===== config.mk =====
export PLATFORM = sky130hd
export DESIGN_NAME = pipeline_hazard_controller
export DESIGN_NICKNAME = d
export VERILOG_FILES = /design/src/rtl/pipeline_ctrl_pkg.sv /design/src/rtl/sat_counter.sv /design/src/rtl/pipeline_hazard_controller.sv
export SDC_FILE = /design/constraint.sdc
export NUM_CORES = 1
export LEC_CHECK = 0
export CORE_ASPECT_RATIO = 0.8
export CORE_MARGIN = 4
export CORE_UTILIZATION = 49
export CTS_CLUSTER_DIAMETER = 150
export DETAILED_ROUTE_END_ITERATION = 10
export GPL_ROUTABILITY_DRIVEN = 0
export PLACE_DENSITY = 0.76
export SLEW_MARGIN = 10
export SYNTH_ARGS = -nofsm -noshare
export SYNTH_HDL_FRONTEND = slang
export SYNTH_SLANG_ARGS = --single-unit

===== constraint.sdc =====
create_clock -name clk -period 3.3 [get_ports clk]
set_clock_uncertainty 0.05 [all_clocks]
set_input_delay 0.825 -clock clk [delete_from_list [all_inputs] [get_ports clk]]
set_output_delay 0.825 -clock clk [all_outputs]
set_load 0.01 [all_outputs]

===== src/rtl/pipeline_ctrl_pkg.sv =====
`default_nettype none
// ============================================================================
// Module      : pipeline_ctrl_pkg
// Description : Shared stage, redirect and controller-state encodings.
// Revision    : 1.0 - initial release
// ============================================================================
package pipeline_ctrl_pkg;

    localparam int c_N_STAGE_DEFAULT = 5;

    typedef enum logic [2:0] {
        STAGE_F = 3'd0,
        STAGE_D = 3'd1,
        STAGE_E = 3'd2,
        STAGE_M = 3'd3,
        STAGE_W = 3'd4
    } stage_idx_e;

    typedef enum logic [1:0] {
        SEL_SEQ     = 2'd0,
        SEL_BRANCH  = 2'd1,
        SEL_EXC_VEC = 2'd2,
        SEL_EPC     = 2'd3
    } redirect_sel_e;

    typedef enum logic [1:0] {
        ST_FILL   = 2'd0,
        ST_NORMAL = 2'd1,
        ST_DRAIN  = 2'd2
    } ctrl_state_e;

endpackage
`default_nettype wire


===== src/rtl/sat_counter.sv =====
`default_nettype none
// ============================================================================
// Module      : sat_counter
// Description : Up-counter that sticks at all ones instead of wrapping.
// Revision    : 1.0 - initial release
// ============================================================================
module sat_counter #(
    parameter int CNT_W = 32
) (
    input  logic             clk,
    input  logic             reset,
    input  logic             en,
    input  logic             clear,
    output logic [CNT_W-1:0] value
);

    logic [CNT_W-1:0] value_q;
    logic [CNT_W-1:0] value_d;

    always_comb begin
        value_d = value_q;
        if (clear) begin
            value_d = '0;
        end else if (en && (value_q != '1)) begin
            value_d = value_q + {{(CNT_W-1){1'b0}}, 1'b1};
        end
    end

    always_ff @(posedge clk or posedge reset) begin
        if (reset) begin
            value_q <= '0;
        end else begin
            value_q <= value_d;
        end
    end

    assign value = value_q;

endmodule
`default_nettype wire


===== src/rtl/pipeline_hazard_controller.sv =====
`default_nettype none
// ============================================================================
// Module      : pipeline_hazard_controller
// Description : Prioritised stall/nullify/redirect generator with fill/drain.
// Revision    : 1.0 - initial release
// ============================================================================
module pipeline_hazard_controller
    import pipeline_ctrl_pkg::*;
#(
    parameter int N_STAGE      = c_N_STAGE_DEFAULT,
    parameter int DRAIN_CYCLES = 2,
    parameter int FILL_CYCLES  = 4,
    parameter int CNT_W        = 32
) (
    input  logic               clk,
    input  logic               reset,
    input  logic               load_use_hazard,
    input  logic               branch_taken,
    input  logic               muldiv_busy,
    input  logic               mem_wait,
    input  logic               exception_req,
    input  logic               eret_req,
    output logic [N_STAGE-1:0] stall,
    output logic [N_STAGE-1:0] nullify,
    output logic [1:0]         pc_redirect_sel,
    output logic [1:0]         ctrl_state,
    output logic [CNT_W-1:0]   stall_cycles
);

    localparam int         c_F          = int'(STAGE_F);
    localparam int         c_D          = int'(STAGE_D);
    localparam int         c_E          = int'(STAGE_E);
    localparam int         c_M          = int'(STAGE_M);
    localparam int         c_W          = int'(STAGE_W);
    localparam logic [3:0] c_FILL_LAST  = 4'(FILL_CYCLES - 1);
    localparam logic [3:0] c_DRAIN_LAST = 4'(DRAIN_CYCLES - 1);

    ctrl_state_e   state_q, state_d;
    logic [3:0]    cnt_q, cnt_d;
    redirect_sel_e sel;
    logic          any_stall;

    always_comb begin
        state_d = state_q;
        cnt_d   = cnt_q;
        stall   = '0;
        nullify = '0;
        sel     = SEL_SEQ;

        case (state_q)
            ST_FILL: begin
                nullify = '1;
                if (cnt_q == c_FILL_LAST) begin
                    state_d = ST_NORMAL;
                    cnt_d   = 4'd0;
                end else begin
                    cnt_d = cnt_q + 4'd1;
                end
            end

            ST_NORMAL: begin
                if (exception_req || eret_req) begin
                    nullify[c_D] = 1'b1;
                    nullify[c_E] = 1'b1;
                    nullify[c_M] = 1'b1;
                    nullify[c_W] = 1'b1;
                    sel          = exception_req ? SEL_EXC_VEC : SEL_EPC;
                    state_d      = ST_DRAIN;
                    cnt_d        = 4'd0;
                end else if (mem_wait) begin
                    stall[c_F]   = 1'b1;
                    stall[c_D]   = 1'b1;
                    stall[c_E]   = 1'b1;
                    stall[c_M]   = 1'b1;
                    nullify[c_W] = 1'b1;
                end else if (muldiv_busy) begin
                    stall[c_F]   = 1'b1;
                    stall[c_D]   = 1'b1;
                    stall[c_E]   = 1'b1;
                    nullify[c_M] = 1'b1;
                end else if (load_use_hazard) begin
                    // Holding F/D keeps the consumer; E gets a bubble while the load completes.
                    stall[c_F]   = 1'b1;
                    stall[c_D]   = 1'b1;
                    nullify[c_E] = 1'b1;
                end else if (branch_taken) begin
                    nullify[c_D] = 1'b1;
                    sel          = SEL_BRANCH;
                end
            end

            ST_DRAIN: begin
                // PC holds the redirect target loaded on the exception cycle.
                stall[c_F]   = 1'b1;
                nullify[c_D] = 1'b1;
                nullify[c_E] = 1'b1;
                nullify[c_M] = 1'b1;
                nullify[c_W] = 1'b1;
                if (cnt_q == c_DRAIN_LAST) begin
                    state_d = ST_NORMAL;
                    cnt_d   = 4'd0;
                end else begin
                    cnt_d = cnt_q + 4'd1;
                end
            end

            default: begin
                nullify = '1;
                state_d = ST_FILL;
                cnt_d   = 4'd0;
            end
        endcase
    end

    always_ff @(posedge clk or posedge reset) begin
        if (reset) begin
            state_q <= ST_FILL;
            cnt_q   <= 4'd0;
        end else begin
            state_q <= state_d;
            cnt_q   <= cnt_d;
        end
    end

    assign any_stall       = |stall;
    assign pc_redirect_sel = sel;
    assign ctrl_state      = state_q;

    sat_counter #(
        .CNT_W (CNT_W)
    ) u_stall_cnt (
        .clk   (clk),
        .reset (reset),
        .en    (any_stall),
        .clear (1'b0),
        .value (stall_cycles)
    );

endmodule
`default_nettype wire

==> flow_summary_export.csv <==
group,metric,value,unit
synth,yosysMostFrequentCell,"dfrtp_1",
clock_tree,cts-buffers-inserted,5,
setup_path,crit_slowest_cell,"clkdlybuf4s50_1",
route,drc,0,
route,ant_nets,0,
hold_path,worstHoldStart,"u_stall_cnt.value[24]",
timing,fin_tns_setup,0,ns
synth,yosys.area.top_type,"dfrtp_1",
synth,ys_types,39,
power,p_per_area,496.2,nW/µm²
route,wire_per_inst,13.91,µm
timing,drv_slew,0,
layout,fin_area,2835,µm²
global_routing,grt-busiest-layer,"met1",
global_routing,grt_max_degree,39,
layout,area.sequential,950.9,µm²
timing,fin_crit,3.243,ns
global_routing,grt_usage,17.46,%
layout,multi_input_area,1089,µm²
synth,synth_top_area_share,44.92,%
route,finalWirelength,4619,µm
layout,nNetsFinal,290,
clock_tree,cts_tree,"done",
placed_design,dp_cells,323,
global_routing,grt_pass1_wl,7314,µm
clock_tree,clock_sinks,38,
global_routing,overflow,0,
layout,num-fill-cells,317,
layout,utilization,67.86,%
die,rows,21,
die,die-area,5443,µm²
die,fp.dieH,66.79,µm
synth,ys.flop_type,"dfrtp_1",
layout,layout-drive-gt1-share,11.64,%
setup_path,rr_worst_depth,6,
synth,syn_area,2117,µm²
placed_design,io_buffers,52,
setup_path,cp_slowest_stage_delay,0.54,ns
flow_run,maxCapViolations,0,
synth,yosysWarnings,0,
route,first_iter_violations,62,
route,vias,1707,
setup_path,arrival,2.37,ns
clock_tree,path_clk_slew,0.07,ns
layout,syn2layout_area_growth,33.92,%
timing,tightest_slew,0.7573,ns
setup_path,path_max_fanout,4,
power,peakVddDrop,0.0002904,V
synth,syn_nets,226,
hold_path,min_to,"u_stall_cnt.value[24]",
die,start_util,50.67,%
synth,async_flop_share,100.0,%
synth,synth-edff-count,0,
layout,stdcell_count,332,
die,die_w,81.49,µm
hold_path,worst_hold_path.num_cells,1,
timing,hold_viol_final,0,
clock_tree,ctsHoldBuffers,0,
setup_path,startpoint_type,"input port",
layout,antennaDiodeCount,0,
clock_tree,clk-insertion-delay-late,0.28,ns
power,power.leakage,1.319,nW
route,firstDrtPassIters,4,
synth,syn_inst,211,
setup_path,timing.rr.start,"u_stall_cnt.value[16]",
setup_path,r2r_setup_slack,0.53,ns
status,outcome,"complete, no violations",
setup_path,critPathMostFrequentCell,"clkdlybuf4s50_1",
synth,ys_seq_area_share,44.92,%
timing,finalSetupViolCount,0,
die,core_area,4178,µm²
placed_design,dpl-instance-area,2728,µm²
timing,maxSlewHeadroom,49.34,%
die,io_pins,54,
synth,synthTopCellsByCount,"38 x dfrtp_1, 25 x xor2_1, 20 x nand2_1, 17 x nor2_1, 15 x inv_1",
setup_path,critical_path.cell_chain,"clkdlybuf4s50_1 > or3b_4 > nor2_1 > clkdlybuf4s50_1",
clock_tree,clockBufferDepth,2,
synth,postSynthAreaPerCell,10.03,µm²
global_routing,grt_pass1_vias,1522,
global_routing,grtUsageMet3,3.649,%
setup_path,worstSetupPathType,"input port to output port",
synth,ys_seq_elements,38,
global_routing,use_met2,25.10,%
synth,synth.area.top_cells,"dfrtp_1 45%, xor2_1 10%, ha_1 4.1%",
setup_path,r2r-end,"u_stall_cnt.value[7]",
hold_path,hp-class,"register to register",
timing,fin_crit_sh,98.29,%
placed_design,dp.final_hpwl,3454,µm
timing,fmax,308.3,MHz
global_routing,met1_usage,26.62,%
timing,rsz0062_at_grt,"no",
setup_path,cp-end-kind,"output port",
setup_path,required,2.42,ns
clock_tree,htreeDepth,2,
global_routing,antenna_found_initial,0,
clock_tree,root_buffer,"clkbuf_8",
route,avgViaCountPerCell,5.142,
-- per-layer routing --
metal	share of wire [%]	wire length (µm)
met4	0	0
met2	45	2065
met1	52	2424
met3	2.8	129
met5	0	0
-- cell type report --
cell class              count  share of cell area [%]
multi-input cells         154                   38.39
flip-flops and latches     38                   33.54
repair buffers             61                   20.87
clock buffers               7                   2.692
well taps                  57                   2.515
inverters                  15                   1.986
-- state kept, by name (all words and copies together), names as in the netlist --
signal and cells:
cnt_q 4, u_stall_cnt.value 32, ctrl_state 2
-- metrics by stage --
stage | worst slack (ns) | power, W | hold WS (ns)
floorplan | 0.6209 | 0.0008847 | 0.4477
global placement | -0.09200 | 0.001107 | 0.4332
detailed placement | -0.1266 | 0.001120 | 0.4460
CTS | 0.01688 | 0.001413 | 0.4556
global route | 0.004021 | 0.001499 | 0.4678
finish | 0.05655 | 0.001407 | 0.4531
-- power by group --
part / internal (W) / switching (W)
Sequential: 0.000517 / 0.0000655
Combinational: 0.000270 / 0.000263
Clock: 0.000145 / 0.000145
-- worst max-delay path, delay by kind of cell --
family / cells / cell delay (ns)
buf+inv: 2 / 1.00
simple gates: 2 / 0.54
-- worst max path at each step --
stage | from | to | slack (ns) | cells past startpoint
floorplan | eret_req | stall[0] | 0.62 | 5
global placement | eret_req | stall[0] | -0.09 | 6
detailed placement | eret_req | stall[0] | -0.13 | 6
CTS | eret_req | stall[1] | 0.02 | 4
global route | eret_req | stall[2] | 0.004 | 4
finish | eret_req | stall[2] | 0.06 | 4
-- timing repair --
| item | CTS | global route |
|---|---|---|
| endpoints found under the setup margin | 3 | 3 |
| pin swaps | 0 | 1 |
| resized for setup | 3 | 3 |
| setup buffers | 0 | 2 |
-- cells in the final DEF (no fill, tap or decap), types with 6 or more instances in the layout --
cell             Yosys  layout
clkdlybuf4s50_1      0      49
dfrtp_1             38      38
xor2_1              25      25
nand2_1             20      20
nor2_1              17      17
inv_1               15      15
nor3_1              14      13
nand3_1             10      10
buf_4                1       9
o21ai_0              8       8
nand4_1              7       7
xnor2_1              7       7
ha_1                 7       7
nor3_2               5       6
-- cell families (layout without fill, tap and decap cells) --
logic type	Yosys count	in the layout	synth area share (%)
AND/OR/NAND/NOR	95	95	25.83
flip-flops	38	38	44.92
XOR/XNOR	32	32	13.24
buffers and inverters	19	83	4.255
AO/OA/AOI/OAI	18	18	6.738
adder cells (fa/ha/maj)	7	7	4.137
other	1	1	0.1771
multiplexers	1	1	0.7090
No activity file was read; power rests on OpenSTA's default activity.
==> patch 1, RTL diff (config.mk and constraints unchanged) <==
`CNT_W` is set to 32 in 2 places; all go to 64.
--- a/src/rtl/sat_counter.sv
+++ b/src/rtl/sat_counter.sv
@@ -5,7 +5,7 @@
 // Revision    : 1.0 - initial release
 // ============================================================================
 module sat_counter #(
-    parameter int CNT_W = 32
+    parameter int CNT_W = 64
 ) (
     input  logic             clk,
     input  logic             reset,
--- a/src/rtl/pipeline_hazard_controller.sv
+++ b/src/rtl/pipeline_hazard_controller.sv
@@ -10,7 +10,7 @@
     parameter int N_STAGE      = c_N_STAGE_DEFAULT,
     parameter int DRAIN_CYCLES = 2,
     parameter int FILL_CYCLES  = 4,
-    parameter int CNT_W        = 32
+    parameter int CNT_W        = 64
 ) (
     input  logic               clk,
     input  logic               reset,
Ports: changed (resized stall_cycles); port bits go from 54 to 86. No check against the original RTL was run, so the function may have changed too.
==> patch 1 against the unedited design <==
  * Non-clock buffer count is 40 higher
  * Worst setup slack gained 0.027 ns
  * Cell area up 74%
  * Register-to-register slack better by 0.16 ns
  * Total power is 62% higher
  * Area after synthesis up 73%
  * Die area rose by 64%
  * Wire length rose by 93%
  * Sequential cell count is 32 higher
  * Largest cell class unchanged
  * Largest power group unchanged
==> patch 1: results (changes against the unedited design) <==
async_flop_share_pct: 100  # unchanged
outcome: "complete, no violations"
irDropWorstVdd_v: 0.000304  # +4.8%
cts_buffer_depth: 2  # unchanged
dpl-instance-area_sq_mm: 0.00472  # +73%
htree_levels: 3  # +1
dr.pass1.iters: 4  # unchanged
grt_pass1_wl_um: 15400  # +110%
dpl.hpwl_um: 6620  # +92%
insertion_delay_ns: 0.34  # +0.06 ns
p_leak_nw: 2.25  # +71%
synthTopCellsByArea: "dfrtp_1 48%, xor2_1 8.4%, xnor2_1 6.2%"
cts_setup_buffers: 0  # unchanged
port_buffers: 84  # +62%
cts_root_buf: "clkbuf_8"
n_fill_cell: 560  # +77%
worstPathMaxFanout: 6  # +2
nets: 497  # +71%
cp.arrival_ns: 2.34  # -0.03 ns
routedWlPerCell_um: 15.5  # +11%
yosysWarnings: 0  # unchanged
grt_max_degree: 50  # +28%
numCtsBuffers: 9  # +4
hp-class: "reg2reg"
synth_commonest_cells: "70 x dfrtp_1, 43 x nand2_1, 36 x nor2_1"
insertedDiodeCount: 0  # unchanged
critPathMaxStageDelay_ns: 0.49  # -0.05 ns
syn-num-nets: 394  # +74%
clkSlewWorstSetupHoldPaths_ns: 0.08
largest_register_ffs: 64  # +100%
drive_gt1_share_pct: 9.86  # -1.8 points
ys_seq_area_share_pct: 47.9  # +3.0 points
drtIter0Drc: 119  # +92%
worst_pin_slew_ns: 0.628  # -0.129 ns
grt_usage_pct: 21.0  # +3.5 points
viasPerCell: 5.39  # +4.9%
ys_types: 41  # +5.1%
critPathTopFamily: "buffers and inverters"
slowest_stage: "clkdlybuf4s50_1"
antenna_found_initial: 0  # unchanged
==> patch 1: changes by cell type after synthesis, sizes merged, moves of 10 or more <==
cell	delta
xor2	+10
xnor2	+20
nand4	+12
nor2	+20
dfrtp	+32
nand3	+15
nand2	+23
==> patch 1: cell families (layout without fill, tap and decap cells) <==
group	count (synthesis)	after routing	synth area share (%)
and+or+nand+nor	188	188	27.2
DFF	70	70	47.9
xor gates and xnor gates	62	62	15.0
buffers and inverters	27	135	3.08
AOI/OAI and AO/OA	24	24	4.34
adders and majority gates	7	7	2.39
other	1	1	0.103
==> patch 1: timing repair <==
item                                    in CTS  in global routing
gates cloned                                 0                  0
resized for setup                            7                  1
endpoints found under the setup margin       5                  1
==> patch 1: power breakdown <==
group / internal [mW] / switching (mW)
Clock: 0.425 / 0.327
Combinational: 0.262 / 0.289
Sequential: 0.908 / 0.0645
Total: 1.59 / 0.680
==> patch 1: cell type report <==
type | instances | area (sq um) | area share (%)
well taps | 87 | 109 | 2.21
clock buffers | 10 | 128 | 2.59
inverters | 18 | 67.6 | 1.37
clock inverters | 6 | 86.3 | 1.75
multi-input cells | 282 | 1800 | 36.5
flip-flops and latches | 70 | 1750 | 35.5
repair buffers | 101 | 990 | 20.1
==> patch 1: layer usage <==
layer,wire [um],vias to the layer above,GRT usage [%]
li1,-,1516,-
met1,4190,1497,29.5
met2,4180,75,32.9
met3,459,8,5.17
met4,68,0,4.89
met5,0,-,0
==> patch 1: path summary, 6_finish.rpt <==
kind	startpoint	endpoint	slack, ns	cells after the start
min in group asynchronous	reset	cnt_q[3]	0.77	2
setup / recovery	eret_req	nullify[4]	0.08	6
max in group asynchronous	reset	u_stall_cnt.value[6]	1.81	3
hold / removal	u_stall_cnt.value[56]	u_stall_cnt.value[56]	0.44	1
hold reg to reg	u_stall_cnt.value[56]	u_stall_cnt.value[56]	0.44	1
setup reg to reg	ctrl_state[1]	u_stall_cnt.value[26]	0.69	10
==> patch 1: stage by stage <==
step                worst slack (ns)  setup TNS (ns)  instances  power (mW)  hold WS (ns)
floorplan                      0.639               0        379        1.29         0.430
global placement              -0.102          -0.242        558        1.53         0.426
detailed placement            -0.128          -0.303        558        1.54         0.432
CTS                           0.0622               0        574        2.29         0.446
global route                  0.0277               0        574        2.40         0.466
finish                        0.0832               0        574        2.27         0.442
==> patch 2, RTL diff (config.mk and constraints unchanged) <==
Without the edit above. Add an input register stage for `muldiv_busy`, without a reset; this delays it by one clock. The other inputs are not delayed to match.
--- a/src/rtl/pipeline_hazard_controller.sv
+++ b/src/rtl/pipeline_hazard_controller.sv
@@ -34,6 +34,12 @@
     localparam int         c_W          = int'(STAGE_W);
     localparam logic [3:0] c_FILL_LAST  = 4'(FILL_CYCLES - 1);
     localparam logic [3:0] c_DRAIN_LAST = 4'(DRAIN_CYCLES - 1);
+
+    logic muldiv_busy_q;
+
+    always_ff @(posedge clk) begin
+        muldiv_busy_q <= muldiv_busy;
+    end
 
     ctrl_state_e   state_q, state_d;
     logic [3:0]    cnt_q, cnt_d;
@@ -73,7 +79,7 @@
                     stall[c_E]   = 1'b1;
                     stall[c_M]   = 1'b1;
                     nullify[c_W] = 1'b1;
-                end else if (muldiv_busy) begin
+                end else if (muldiv_busy_q) begin
                     stall[c_F]   = 1'b1;
                     stall[c_D]   = 1'b1;
                     stall[c_E]   = 1'b1;
Check against the original RTL: not equivalent (a bounded check fails within 10 cycles, from zero or initial values and one cycle with reset high).
==> patch 2 against the unedited design <==
  * Wire length shrank 0.48%
  * Worst hold slack gained 0.0020 ns
  * Cell area grew 2.6%
  * Non-clock buffer count grew 4
  * Area after synthesis grew 0.95%
  * Worst setup slack gained 0.027 ns
  * Sequential cell count grew 1
  * Total power grew 5.6%
  * Largest power group unchanged
==> patch 2: results (changes against the unedited design) <==
irDropWorstVdd_v: 0.000355  # +22%
grt_usage_pct: 18.9  # +1.4 points
nets: 295  # +1.7%
n_fill_cell: 326  # +2.8%
async_flop_share_pct: 97.4  # -2.6 points
routed_wl_um: 4600  # -0.48%
worst_pin_slew_ns: 0.727  # -0.0305 ns
grt_pass1_wl_um: 7800  # +6.7%
clkSlewWorstSetupHoldPaths_ns: 0.08
cp.arrival_ns: 2.34  # -0.03 ns
viasPerCell: 5.18  # +0.81%
insertion_delay_ns: 0.29
cts_setup_buffers: 0  # unchanged
netSwitchingFraction_pct: 33.3  # -0.39 points
outcome: "complete, no violations"
drtIter0Drc: 85  # +37%
worstPathMaxFanout: 2  # -2
grt_pass1_vias: 1719  # +13%
drive_gt1_share_pct: 13.9  # +2.2 points
dp.cells: 330  # +2.2%
stdcell_count: 338  # +1.8%
syn-num-nets: 227  # +0.44%
dpl.hpwl_um: 3420  # -1.0%
synthTopCellsByArea: "dfrtp_1 44%, xor2_1 10%, ha_1 4.1%"
ys_seq_area_share_pct: 45.4  # +0.52 points
dr.pass1.iters: 5  # +1
==> patch 2: repair_timing <==
action                     4_1_cts  5_1_grt
setup endpoints to repair        3        5
gates resized for setup          4        4
pin swaps                        0        0
==> patch 2: cells by family after synthesis <==
group / count (synthesis) / share of synthesized area [%]
flip-flops: 39 / 45.4
XOR/XNOR: 32 / 13.1
other: 1 / 0.175
AO/OA/AOI/OAI: 18 / 6.67
multiplexers: 1 / 0.702
AND/OR/NAND/NOR: 95 / 25.6
adder cells (fa/ha/maj): 7 / 4.10
buffers and inverters: 19 / 4.22
==> patch 2: final cells by class <==
cell class / instances / area share [%]
clock buffer: 7 / 3.31
inverter: 15 / 1.93
multi-input combinational: 154 / 37.4
tap: 57 / 2.45
timing repair buffer: 65 / 21.3
clock inverter: 1 / 0.258
sequential: 39 / 33.4
==> patch 2: worst max-delay path, cell delays in order <==
cell	delay, ns
clkdlybuf4s50_1	0.44
nor3_2	0.23
a21oi_1	0.09
nor3b_1	0.19
clkdlybuf4s50_1	0.57
==> patch 2: power groups by stage <==
| stage | Clock (mW) | Combinational (mW) | Sequential [mW] |
|---|---|---|---|
| after floorplan | 0 | 0.289 | 0.609 |
| after global placement | 0 | 0.529 | 0.601 |
| after detailed placement | 0 | 0.532 | 0.603 |
| after CTS | 0.365 | 0.533 | 0.595 |
| after global routing | 0.396 | 0.576 | 0.605 |
| final | 0.361 | 0.529 | 0.596 |
==> patch 2: per-layer routing <==
metal  global-route usage [%]  share of wire, %
met5                        0                 0
met4                     7.47               1.4
met3                     4.32               6.8
met2                     28.1                44
met1                     26.2                48
==> patch 2: final timing paths <==
check | from | endpoint | slack, ns | depth (start not counted)
setup / recovery | load_use_hazard | pc_redirect_sel[0] | 0.08 | 5
hold / removal | u_stall_cnt.value[24] | u_stall_cnt.value[24] | 0.46 | 1
setup reg to reg | u_stall_cnt.value[16] | u_stall_cnt.value[1] | 0.66 | 5
hold reg to reg | u_stall_cnt.value[24] | u_stall_cnt.value[24] | 0.46 | 1
max in group asynchronous | reset | u_stall_cnt.value[13] | 1.98 | 3
min in group asynchronous | reset | u_stall_cnt.value[30] | 0.89 | 3
==> patch 2: metrics by stage <==
stage	area (sq um)	TNS [ns]	worst slack (ns)	total power, mW
finish	2910	0	0.0832	1.49
global route	2910	-0.0442	-0.0442	1.58
CTS	2900	0	0.0119	1.49
detailed placement	2790	-0.102	-0.0605	1.13
global placement	2790	-0.138	-0.0651	1.13
floorplan	2140	0	0.621	0.898
